File: src/rtl/cpu_pkg.sv
// rtl/cpu_pkg.sv - shared types and constants for the fetch sequencer
package cpu_pkg;

    localparam int INSTR_W = 16;

    typedef enum logic [1:0] {
        S_FETCH = 2'd0,
        S_EX0   = 2'd1,
        S_EX1   = 2'd2,
        S_ERR   = 2'd3
    } state_e;

    localparam logic [1:0] PS_HOLD = 2'b00;
    localparam logic [1:0] PS_INC  = 2'b01;
    localparam logic [1:0] PS_JMP  = 2'b10;
    localparam logic [1:0] PS_BR   = 2'b11;

endpackage

File: src/rtl/cpu_pc_next.sv
// rtl/cpu_pc_next.sv - combinational next-PC selection from the decoder PS code
module cpu_pc_next
    import cpu_pkg::*;
#(
    parameter int PC_WIDTH = 16
) (
    input  logic [PC_WIDTH-1:0] pc_i,
    input  logic [1:0]          ps_i,
    input  logic [PC_WIDTH-1:0] jump_addr_i,
    input  logic [7:0]          br_offset_i,
    output logic [PC_WIDTH-1:0] pc_next_o
);

    logic [PC_WIDTH-1:0] offset_ext;

    // Sized cast of a signed value sign-extends; sums wrap silently at PC_WIDTH.
    assign offset_ext = PC_WIDTH'($signed(br_offset_i));

    always_comb begin
        pc_next_o = pc_i;
        case (ps_i)
            PS_HOLD: pc_next_o = pc_i;
            PS_INC:  pc_next_o = pc_i + PC_WIDTH'(1);
            PS_JMP:  pc_next_o = jump_addr_i;
            PS_BR:   pc_next_o = pc_i + offset_ext;
            default: pc_next_o = pc_i;
        endcase
    end

endmodule

File: src/rtl/cpu_fetch_sequencer.sv
// rtl/cpu_fetch_sequencer.sv - PC/IR owner: fetch handshake, execute phases, fetch timeout
module cpu_fetch_sequencer
    import cpu_pkg::*;
#(
    parameter int                PC_WIDTH      = 16,
    parameter logic [PC_WIDTH-1:0] RESET_PC    = '0,
    parameter int                FETCH_TIMEOUT = 255
) (
    input  logic                clk,
    input  logic                rst_n,
    input  logic [1:0]          PS,
    input  logic                IR_L,
    input  logic                NS,
    input  logic [PC_WIDTH-1:0] jump_addr,
    input  logic [7:0]          br_offset,
    input  logic [INSTR_W-1:0]  imem_data,
    input  logic                imem_ack,
    output logic                imem_req,
    output logic [PC_WIDTH-1:0] imem_addr,
    output logic [PC_WIDTH-1:0] PC,
    output logic [INSTR_W-1:0]  IR,
    output logic                State,
    output logic                fetch_err
);

    localparam int CNT_W = $clog2(FETCH_TIMEOUT + 1);
    localparam logic [CNT_W-1:0] WAIT_LAST = CNT_W'(FETCH_TIMEOUT - 1);

    state_e              state_q, state_d;
    logic [PC_WIDTH-1:0] pc_q, pc_d;
    logic [INSTR_W-1:0]  ir_q, ir_d;
    logic [CNT_W-1:0]    wait_q, wait_d;
    logic                err_q, err_d;
    logic                req_c;
    logic [PC_WIDTH-1:0] pc_sel;

    cpu_pc_next #(.PC_WIDTH(PC_WIDTH)) u_pc_next (
        .pc_i        (pc_q),
        .ps_i        (PS),
        .jump_addr_i (jump_addr),
        .br_offset_i (br_offset),
        .pc_next_o   (pc_sel)
    );

    always_ff @(posedge clk or negedge rst_n) begin
        if (!rst_n) begin
            state_q <= S_FETCH;
            pc_q    <= RESET_PC;
            ir_q    <= '0;
            wait_q  <= '0;
            err_q   <= 1'b0;
        end else begin
            state_q <= state_d;
            pc_q    <= pc_d;
            ir_q    <= ir_d;
            wait_q  <= wait_d;
            err_q   <= err_d;
        end
    end

    always_comb begin
        state_d = state_q;
        pc_d    = pc_q;
        ir_d    = ir_q;
        wait_d  = wait_q;
        err_d   = err_q;
        req_c   = 1'b0;
        case (state_q)
            S_FETCH: begin
                req_c = 1'b1;
                if (imem_ack) begin
                    ir_d    = imem_data;
                    pc_d    = pc_q + PC_WIDTH'(1);
                    wait_d  = '0;
                    state_d = S_EX0;
                end else if (wait_q == WAIT_LAST) begin
                    err_d   = 1'b1;
                    state_d = S_ERR;
                end else begin
                    wait_d = wait_q + CNT_W'(1);
                end
            end
            // NS takes priority: PS/IR_L are meaningless until the second cycle.
            S_EX0: begin
                if (NS) begin
                    state_d = S_EX1;
                end else if (IR_L) begin
                    pc_d    = pc_sel;
                    state_d = S_FETCH;
                end
            end
            S_EX1: begin
                if (IR_L) begin
                    pc_d    = pc_sel;
                    state_d = S_FETCH;
                end
            end
            S_ERR: begin
                err_d = 1'b1;
            end
            default: state_d = S_FETCH;
        endcase
    end

    assign imem_req  = req_c & rst_n;
    assign imem_addr = pc_q;
    assign PC        = pc_q;
    assign IR        = ir_q;
    assign State     = (state_q == S_EX1);
    assign fetch_err = err_q;

endmodule

File: config.mk
export PLATFORM = sky130hd
export DESIGN_NAME = cpu_fetch_sequencer
export DESIGN_NICKNAME = d
export VERILOG_FILES = /design/src/rtl/cpu_pkg.sv /design/src/rtl/cpu_pc_next.sv /design/src/rtl/cpu_fetch_sequencer.sv
export SDC_FILE = /design/constraint.sdc
export NUM_CORES = 1
export LEC_CHECK = 0
export ABC_AREA = 0
export CAP_MARGIN = 20
export CORE_ASPECT_RATIO = 1.5
export CORE_UTILIZATION = 48
export DETAILED_ROUTE_END_ITERATION = 10
export GPL_TIMING_DRIVEN = 0
export HOLD_SLACK_MARGIN = 0.15
export PLACE_DENSITY = 0.9
export SLEW_MARGIN = 5
export SYNTH_ARGS = -nofsm -noshare
export SYNTH_HDL_FRONTEND = slang
export SYNTH_SLANG_ARGS = --single-unit
File: constraint.sdc
create_clock -name clk -period 2.3 [get_ports clk]
set_input_delay 0.46 -clock clk [delete_from_list [all_inputs] [get_ports clk]]
set_output_delay 0.46 -clock clk [all_outputs]
set_load 0.02 [all_outputs]
==> impl_metrics.toml, run 1 <==
[clock_tree]
clkLatencyLatePin_ns = 0.30
clk_pin_slew_worst_paths_ns = 0.08
cts_buffers = 5
cts_sinks = 43
htreeDepth = 2
clock_path_buffers = 2
root_buffer = "clkbuf_8"
cts_tree = "yes"

[floorplanning]
io_pins = 98
die_width_um = 69.9
die_h_um = 104
row_count = 36
core_um2 = 6580
initial_core_util_pct = 50.4
die_area_um2 = 7250

[timing]
rsz0062_at_grt = "true"
max_slew_margin_pct = 36.9
tightest_slew_ns = 0.944
slew_viol_final = 0
fin_crit_sh_pct = 100
fin_ws_ns = -0.00205
final_hold_viol_count = 0
clock_skew_ns = 0.0111
fmax_mhz = 434
finalCriticalPeriod_ns = 2.30
finalSetupViolations = 1

[logic_synthesis]
yosys-top-cells-area = "dfrtp_1 (32%), ha_1 (8.3%), mux2_2 (5.4%)"
synth-seq-area-share_pct = 32.4
syn_inst = 380
syn_area_per_cell_um2 = 8.73
synth_seq_cells = 43
synthArstFlopShare_pct = 100
synthFlopType = "dfrtp_1"
ys_warn_count = 0
syn_area_um2 = 3320
yosys.area.top_type = "dfrtp_1"
syn_nets = 450
netlist.area_leader.share_pct = 32.4
synth_edf_count = 0
synth.distinct_cells = 60

[run_status]
violations = "negative setup slack"
status = "finished with violations"

[drt]
vias = 3466
postRouteAntennaNets = 0
drcViolationCount = 0
wire_per_inst_um = 17.6
routed_wl_um = 9980
avgViaCountPerCell = 6.11
drt-initial-drc-count = 195
drt_first_pass_iters = 4

[global_route]
antenna_found_initial = 0
grt_overflow_total = 0
grt_usage_pct = 27.2
grt_pass1_wl_um = 16100
grt_pass1_vias = 3516
grt_max_degree = 24

[placement]
place_hpwl_um = 7320
portBuffers = 96
place_ws_ns = -0.719
gp_congestion = 0.880

[worst_setup_path]
cp-start-kind = "primary input"
worst-setup-path-type = "in2reg"
path_max_fanout = 7
critPathArrivalTime_ns = 2.51
crit_path_end_kind = "register"
required_ns = 2.51

[power]
ir_worst_vdd_mv = 0.850
powerDensity_nw_per_um2 = 1400
p_total_mw = 6.60
leakagePower_nw = 1.93

[flow_run]
drv_cap = 0

[cells_and_area]
antennaDiodeCount = 0
fill_cells = 493
drive_gt1_share_pct = 18.3
finalNetCount = 560
area.growth.synth_to_final_pct = 41.9

[min_path]
hold_class = "reg2reg"
-- repair_timing --
action | in CTS | in global routing
pin swaps | 8 | 3
endpoints found under the setup margin | 12 | 14
resized for setup | 22 | 28
hold endpoints to repair | 23 | 0
hold buffers | 2 | 0
buffers inserted | 4 | 2
-- worst paths after layout --
path                       depth (start not counted)                endpoint                   from  slack, ns
max                                                8       PC[7]$_DFFE_PN0P_           br_offset[4]     -0.002
min reg2reg                                        1   fetch_err$_DFFE_PN0P_  fetch_err$_DFFE_PN0P_       0.50
min in group asynchronous                          2       PC[0]$_DFFE_PN0P_                  rst_n       0.60
max in group asynchronous                          3  state_q[1]$_DFFE_PN0P_                  rst_n       0.75
min                                                1   fetch_err$_DFFE_PN0P_  fetch_err$_DFFE_PN0P_       0.50
max reg2reg                                        9       PC[6]$_DFFE_PN0P_      PC[0]$_DFFE_PN0P_       0.06
-- placed cells by master (no fill, tap or decap), types with 11 or more instances in the layout --
cell type and n:
ha_1 13, dfrtp_1 42, clkdlybuf4s50_1 92, a21oi_1 28
buf_4 23, inv_1 11, nand2_1 24, a31oi_1 11
nand3_1 11, mux2_2 16, nor2_1 29, and3_1 11
o21ai_0 31
-- metal layers --
metal | vias to the layer above | part of all wire, % | wire, um | GRT usage, %
li1 | 1605 | - | - | -
met1 | 1640 | 37 | 3690 | 29.6
met2 | 182 | 53 | 5260 | 48.2
met3 | 39 | 6.3 | 630 | 4.57
met4 | 0 | 4.1 | 407 | 16.4
met5 | - | 0 | 0 | 0
-- through the flow --
stage	util [%]	instances	instance area [um2]	hold WS, ns	setup TNS [ns]
2_1_floorplan	-	380	3320	0.164	0
3_3_place_gp	66.5	552	4370	0.461	-23.42
3_5_place_dp	66.8	553	4400	0.469	-5.74
4_1_cts	69.7	566	4590	0.500	-0.0736
5_1_grt	71.6	567	4710	0.531	-0.148
6_report	71.6	567	4710	0.503	-0.00205
-- Yosys cell counts (2+ instances only) --
cell / instances
a21o_1: 7
a21oi_1: 32
a221o_1: 2
a311oi_1: 2
a31oi_1: 11
and2_1: 7
and2_4: 2
and3_1: 11
and4_1: 2
buf_2: 4
buf_4: 16
clkbuf_1: 9
clkbuf_2: 2
dfrtp_1: 43
ha_1: 22
inv_1: 12
mux2_2: 16
mux2i_1: 4
nand2_1: 24
nand2b_1: 3
nand3_1: 11
nand4_1: 6
nor2_1: 29
nor2b_1: 3
nor3_1: 8
nor4b_1: 2
o211ai_1: 4
o21a_1: 4
o21ai_0: 33
o221ai_1: 3
o22ai_1: 2
o31ai_1: 5
o32ai_1: 2
or3_1: 2
xnor2_1: 6
xor2_1: 5
-- cell families (layout without fill, tap and decap cells) --
| group | count (synthesis) | in the layout | share of synthesized area [%] |
|---|---|---|---|
| flops | 43 | 43 | 32.4 |
| xor+xnor | 11 | 11 | 2.90 |
| mux | 20 | 20 | 6.64 |
| fa+ha+maj | 23 | 23 | 8.90 |
| buf+inv | 45 | 156 | 7.36 |
| simple gates | 116 | 116 | 18.3 |
| compound gates | 122 | 122 | 23.5 |
-- worst max-delay path, stage by stage --
cell and delay, ns:
clkdlybuf4s50_1 0.53, ha_4 0.25, a21o_1 0.24, a31oi_1 0.26, a21boi_0 0.18, o21a_1 0.23
o21a_1 0.17, o31ai_1 0.19
-- power by group --
group	internal (mW)	switching [mW]
Clock	0.213	0.267
Sequential	1.08	0.391
Combinational	2.21	2.44
-- final cells by class --
class | count | area [um2] | area share, %
Multi-Input combinational cell | 292 | 2140 | 45.5
Sequential cell | 43 | 1080 | 22.9
Timing Repair Buffer | 106 | 1060 | 22.6
Buffer | 29 | 195 | 4.15
Tap cell | 76 | 95.1 | 2.02
Clock buffer | 6 | 72.6 | 1.54
Inverter | 13 | 48.8 | 1.04
Clock inverter | 2 | 12.5 | 0.266
-- registers in the layout, summed over array words and instances (netlist names) --
signal     cells
IR            16
state_q        2
wait_q         8
PC            16
fetch_err      1
No activity file was read; power rests on OpenSTA's default activity.
==> inputs of run 2 (changes only) <==
--- a/config.mk
+++ b/config.mk
@@ -8,12 +8,13 @@
 export ABC_AREA = 0
 export CAP_MARGIN = 20
 export CORE_ASPECT_RATIO = 1.5
-export CORE_UTILIZATION = 48
+export CORE_UTILIZATION = 51
 export DETAILED_ROUTE_END_ITERATION = 10
 export GPL_TIMING_DRIVEN = 0
 export HOLD_SLACK_MARGIN = 0.15
-export PLACE_DENSITY = 0.9
+export PLACE_DENSITY = 0.88
 export SLEW_MARGIN = 5
 export SYNTH_ARGS = -nofsm -noshare
 export SYNTH_HDL_FRONTEND = slang
+export SYNTH_HIERARCHICAL = 1
 export SYNTH_SLANG_ARGS = --single-unit
==> run 2 against run 1 <==
Effect of this change:
- the flow still finishes with violations (negative setup slack)
- area after synthesis is 23% higher
- power grew 27%
- combinational power is 24% higher
- first-iteration DRC count grew 140%
- die area is 16% higher
- global-route usage increased by 5.5 points
- critical endpoint is now PC[13]$_DFFE_PN0P_
==> impl_metrics.toml, run 2 <==
[run_status]
status = "finished with violations"
violations = "negative setup slack"

[drt]
postRouteAntennaNets = 0
vias = 4731
wire_per_inst_um = 21.1
drt-initial-drc-count = 469
drt_first_pass_iters = 5
routed_wl_um = 15200
drcViolationCount = 0
avgViaCountPerCell = 6.57

[cells_and_area]
finalNetCount = 680
fin_cells = 720
fin_util_pct = 78.5
area.growth.synth_to_final_pct = 48.1
most-common-layout-cells = "clkdlybuf4s50_1 (86), nand2_1 (43), dfrtp_1 (41)"
drive_gt1_share_pct = 26.4
final_common_cell = "clkdlybuf4s50_1"
fill_cells = 497

[worst_setup_path]
critPathArrivalTime_ns = 3.42
required_ns = 2.47
path_max_fanout = 5
crit_path_end_kind = "register"
worst-setup-path-type = "in2reg"
cp-start-kind = "primary input"

[placement]
gp_congestion = 0.933
place_hpwl_um = 8880
portBuffers = 95
place_inst = 682

[timing]
fmax_mhz = 307
finalSetupViolations = 11
final_hold_viol_count = 0
fin_ws_ns = -0.953
finalCriticalPeriod_ns = 3.25
slew_viol_final = 0
fin_crit_sh_pct = 141
max_slew_margin_pct = 45.8
rsz0062_at_grt = "true"
tns_ns = -6.76
clock_skew_ns = 0.00887
tightest_slew_ns = 0.811

[floorplanning]
die_width_um = 75.1
core_um2 = 7710
io_pins = 98
initial_core_util_pct = 53.0
die_h_um = 112
row_count = 39
die_area_um2 = 8380

[logic_synthesis]
synth_top_family_by_area = "simple AND/OR/NAND/NOR gates"
syn_inst = 484
syn_area_per_cell_um2 = 8.44
synth_seq_cells = 43
netlist.area_leader.share_pct = 26.3
synth_common_cells = "nand2_1 (45), dfrtp_1 (43), nor2_1 (27)"
yosysMostFrequentCell = "nand2_1"
synth_edf_count = 0
synth_compound_area_share_pct = 20.7
yosys.area_share.adder_pct = 5.67
synthMuxAreaShare_pct = 10.4
synth.distinct_cells = 80
synth_xor_area_share_pct = 2.76
yosys.area.top_type = "dfrtp_1"
synthArstFlopShare_pct = 100
yosys-top-cells-area = "dfrtp_1 (26%), mux2_2 (5.2%), ha_1 (4.9%)"
ys_warn_count = 6
synthFlopType = "dfrtp_1"
syn_nets = 548
syn_area_um2 = 4090
synthSimpleGateAreaFrac_pct = 26.0
synth-seq-area-share_pct = 26.3

[global_route]
grt_pass1_wl_um = 21300
grt_max_degree = 29
grt_pass1_vias = 4434
grt_overflow_total = 0
grt_usage_pct = 32.7
antenna_found_initial = 1

[clock_tree]
root_buffer = "clkbuf_16"
clk_pin_slew_worst_paths_ns = 0.06
htreeDepth = 2
clkLatencyLatePin_ns = 0.29
cts_tree = "yes"
cts_buffers = 5
cts_sinks = 43
clock_path_buffers = 2

[power]
pwr-share-clk_pct = 11.2
share_seq_of_total_power_pct = 20.0
p_sw_share_pct = 47.7
ir_worst_vdd_mv = 0.926
p_int_mw = 4.38
leakagePower_nw = 2.46
power.switching_mw = 3.99
powerDensity_nw_per_um2 = 1380
pwr-share-comb_pct = 68.8

[min_path]
hold_class = "in2reg"

[flow_run]
drv_cap = 0
run 2: critical path, cell delays in order:
cell and delay, ns:
clkdlybuf4s50_1 0.47, and3_4 0.20, ha_4 0.23, nor3_2 0.22, o21bai_2 0.15, buf_6 0.15
a2111oi_4 0.39, a2111oi_0 0.14, nor4_1 0.44, o21ai_1 0.18, nor4b_1 0.17, a21oi_1 0.13
nand3_1 0.09
run 2: cell families (layout without fill, tap and decap cells):
family / after synthesis / count (layout)
xor+xnor: 12 / 12
buf+inv: 63 / 196
other cells: 0 / 1
simple gates: 192 / 192
mux: 40 / 40
compound gates: 116 / 116
fa+ha+maj: 18 / 18
flops: 43 / 43
run 2: path summary, 6_finish.rpt:
kind / startpoint / endpoint / slack, ns / cells past startpoint
min: imem_ack / wait_q[4]$_DFFE_PN0P_ / 0.47 / 2
max in group asynchronous: rst_n / PC[0]$_DFFE_PN0P_ / 0.37 / 3
min in group asynchronous: rst_n / PC[8]$_DFFE_PN0P_ / 0.66 / 3
min reg2reg: fetch_err$_DFFE_PN0P_ / fetch_err$_DFFE_PN0P_ / 0.49 / 1
max: br_offset[4] / PC[13]$_DFFE_PN0P_ / -0.95 / 13
max reg2reg: PC[1]$_DFFE_PN0P_ / PC[14]$_DFFE_PN0P_ / -0.86 / 13
run 2: what timing repair did:
| action | in CTS | in global routing |
|---|---|---|
| gates resized for setup | 33 | 70 |
| hold buffers | 2 | 0 |
| setup endpoints to repair | 16 | 15 |
| setup buffers | 15 | 15 |
| pin swaps | 19 | 34 |
| endpoints found under the hold margin | 16 | 0 |
run 2: power by group through the flow:
stage	clock, mW	combinational [mW]	sequential, mW
floorplan	0	3.01	1.84
global placement	0	4.81	1.58
detailed placement	0	4.95	1.62
CTS	0.933	5.09	1.61
global route	0.955	6.10	1.72
finish	0.939	5.76	1.67
run 2: metal layers:
layer	global-route usage (%)	wire (um)
met1	37.6	5230
met2	55.9	7420
met3	5.43	1530
met4	18.0	1020
met5	0	0
run 2: layout make-up:
type                    instances  area, um2  area share [%]
diodes                          1       2.50          0.0414
plain buffers                  43        303            5.00
clock buffers                   5        125            2.07
clock inverters                 3       67.6            1.12
inverters                      19       76.3            1.26
multi-input cells             378       3010            49.8
flip-flops and latches         43       1080            17.8
well taps                     102        128            2.11
repair buffers                126       1260            20.8
run 2: stage by stage:
stage	setup WS, ns	power [mW]	instance area [um2]	hold slack [ns]
floorplan	-0.843	4.85	4150	0.164
global placement	-1.92	6.39	5230	0.480
detailed placement	-1.98	6.56	5250	0.419
CTS	-0.907	7.64	5650	0.459
global route	-1.30	8.78	6050	0.481
finish	-0.953	8.37	6050	0.466
==> variant: new RTL, settings of run 2 <==
Change the parameter `FETCH_TIMEOUT` from 255 to 510.
--- a/src/rtl/cpu_fetch_sequencer.sv
+++ b/src/rtl/cpu_fetch_sequencer.sv
@@ -4,7 +4,7 @@
 #(
     parameter int                PC_WIDTH      = 16,
     parameter logic [PC_WIDTH-1:0] RESET_PC    = '0,
-    parameter int                FETCH_TIMEOUT = 255
+    parameter int                FETCH_TIMEOUT = 510
 ) (
     input  logic                clk,
     input  logic                rst_n,
Formal check against the unedited RTL: no difference found for any inputs over 10 cycles, from zero or initial values and one cycle with rst_n low; that may be too few to reach the edited logic, so the function may still have changed.
==> variant against run 2 <==
  * Final area increased by 0.14%
  * Setup slack improved by 0.39 ns
  * Global-route usage decreased by 1.6 points
  * Non-clock buffer count increased by 7
  * Die area decreased by 2.2%
  * Combinational power about the same
  * First-iteration DRC count decreased by 48%
  * Clock skew decreased by 0.0040 ns
  * The flow still finishes with violations (negative setup slack)
  * Power decreased by 0.59%
  * Wire length decreased by 13%
  * Count of clock-buffer cells in the layout unchanged
  * Sequential cell count increased by 1
  * Critical endpoint is now PC[14]
  * Synthesized area decreased by 2.2%
==> variant: results (changes against run 2) <==
STA
  – Final setup viols: 11 (unchanged)
  – Final worst setup slack: -0.567 ns (+0.386 ns)
  – Measured slew at the worst slew-check pin: 0.518 ns (-0.293 ns)
  – Layout Skew: 0.00489 ns (-0.00397 ns)

Clocking
  – H-Tree Depth: 2 (unchanged)
  – Worst-skew pair later-pin latency: 0.29 ns (about the same)
  – CTS root buf: clkbuf_16
  – CTS Buffer Depth: 2 (unchanged)
  – Cts bufs inserted: 5 (unchanged)
  – Clk slew on worst S/H paths: 0.06 ns (about the same)

Pwr
  – Pleak: 2.47 nW (+0.48%)
  – Maximum vdd drop: 792 uV (-14%)

Logic synthesis
  – Synth area leaders: dfrtp_1 (28%), mux2_2 (5.6%), ha_1 (5.0%)
  – Synthesis Warnings: 6 (unchanged)
  – Commonest cells post-synth: dfrtp_1 (44), nand2_1 (29), nor2_1 (23)
  – Async set-reset flop share out of synthesis: 100% (unchanged)
  – Seq/Total Area, Yosys: 27.6% (+1.2 points)
  – Post-Synthesis Cells: 453 (-6.4%)
  – Synth cell types: 85 (+6.3%)
  – Syn Nets: 517 (-5.7%)
  – Synth Flop Type: dfrtp_1

Global routing
  – Largest net degree at the start of global routing: 37 (+28%)
  – Vias in the first global route: 4218 (-4.9%)
  – Initial antenna violation count: 0 (-1)
  – All-layer global routing usage: 31.2% (-1.6 points)
  – First-pass GRT wire length: 20000 microns (-6.2%)
  – Overflow after GRT: 0 (unchanged)

Setup path
  – Arr. time, crit path: 3.05 ns (-0.37 ns)
  – R2R cell count: 14 (+1)
  – Slowest CP cell: fa_2
  – FF-to-FF setup slack: -0.48 ns (+0.38 ns)
  – Worst reg2reg endpoint: PC[14]
  – Max incr delay on CP: 0.38 ns (-0.09 ns)
  – Crit. Startpoint: PS[0]
  – CP endpoint: PC[14]
  – Reg2reg start: PC[0]
  – Worst-path fanout max: 10 (+5)

Finish
  – Fill cell count: 487 (-2.0%)
  – Fraction of layout cells with a size suffix above 1: 29.9% (+3.4 points)
  – Reg area: 1100 sq um (+2.3%)
  – Fin nets: 659 (-3.1%)
  – Ant. Diodes: 0 (-1)

Outcome
  – Failing checks: negative setup slack
  – Status: finished, violations left

Detailed routing
  – Avg Vias per Cell: 6.31 (-4.0%)
  – Vias post-DR: 4405 (-6.9%)
  – WL/cell: 19.0 microns (-10%)
  – Initial DRT Pass Iterations: 5 (unchanged)
  – Drt first-iter violations: 243 (-48%)

Placed design
  – HPWL Detailed: 8370 microns (-5.7%)
  – Post-DP Area: 5190 sq um (-1.0%)
  – Placed Cells: 652 (-4.4%)
  – Routability Congestion: 0.887 (-4.9%)
  – I/O Buffers: 96 (+1.1%)
  – Pre-CTS WS: -1.75 ns (+0.232 ns)

Worst hold path
  – HP Class: input port to async pin
[variant: changes by cell type in the layout (fill, tap and decap cells not counted), moves of 4 or more]
| cell | change |
|---|---|
| o22ai_1 | +4 |
| buf_4 | +17 |
| and3_1 | +5 |
| nand2_1 | -15 |
| nor2_1 | -6 |
| buf_2 | -5 |
| nor2b_1 | -6 |
| nor4_1 | -12 |
| nor4b_2 | -5 |
| mux2i_1 | -4 |
| nand3_1 | -7 |
| nand3_2 | +5 |
[variant: area by class of cell]
| class | count | area share (%) |
|---|---|---|
| Buffer | 39 | 4.98 |
| Clock buffer | 5 | 2.06 |
| Clock inverter | 3 | 0.785 |
| Inverter | 17 | 1.14 |
| Multi-Input combinational cell | 351 | 48.9 |
| Sequential cell | 44 | 18.2 |
| Tap cell | 102 | 2.11 |
| Timing Repair Buffer | 137 | 21.9 |
[variant: cell families after synthesis]
family                   synth area share [%]
AO/OA/AOI/OAI                            23.0
adder cells (fa/ha/maj)                  5.79
buffers and inverters                    8.17
AND/OR/NAND/NOR                          22.5
multiplexers                             9.68
XOR/XNOR                                 3.26
flip-flops                               27.6
[variant: worst max-delay path: cells and delay by family]
kind,cells,cell delay (ns)
AO/OA/AOI/OAI,4,0.69
buffers and inverters,5,0.54
adder cells (fa/ha/maj),2,0.58
AND/OR/NAND/NOR,6,0.77
[variant: layer usage]
layer	part of all wire, %	track usage (%)	vias to the layer above
met5	0	0	-
met4	3.9	15.1	0
met3	6.6	2.83	49
met2	54	56.6	273
met1	35	34.9	2096
li1	-	-	1987
[variant: how the worst min path moves through the flow]
stage                    from   endpoint  slack, ns  cells after the start
global placement    fetch_err  fetch_err       0.45                      1
global route            rst_n      IR[1]       0.18                      2
finish                  rst_n      IR[1]       0.15                      2
CTS                     rst_n      IR[1]       0.16                      2
detailed placement      rst_n     IR[12]       0.34                      1
floorplan               rst_n      IR[0]       0.16                      0
[variant: power by group]
part,internal [W],leakage [nW],switching (W),total (W)
sequential,0.00114,0.528,0.000572,0.00171
combinational,0.00284,1.86,0.00294,0.00578
clock,0.000516,0.0840,0.000314,0.000830
[variant: per-stage QoR]
| step | TNS (ns) | hold WS (ns) |
|---|---|---|
| finish | -3.64 | 0.152 |
| global route | -4.76 | 0.177 |
| CTS | -5.12 | 0.161 |
| detailed placement | -17.93 | 0.345 |
| global placement | -34.90 | 0.454 |
| floorplan | -4.16 | 0.164 |
[variant: repair_timing]
item | CTS | global route
pin swaps | 32 | 49
setup buffers | 20 | 22
hold buffers | 1 | 0
endpoints found under the hold margin | 9 | 0
gates resized for setup | 62 | 48
endpoints found under the setup margin | 16 | 13
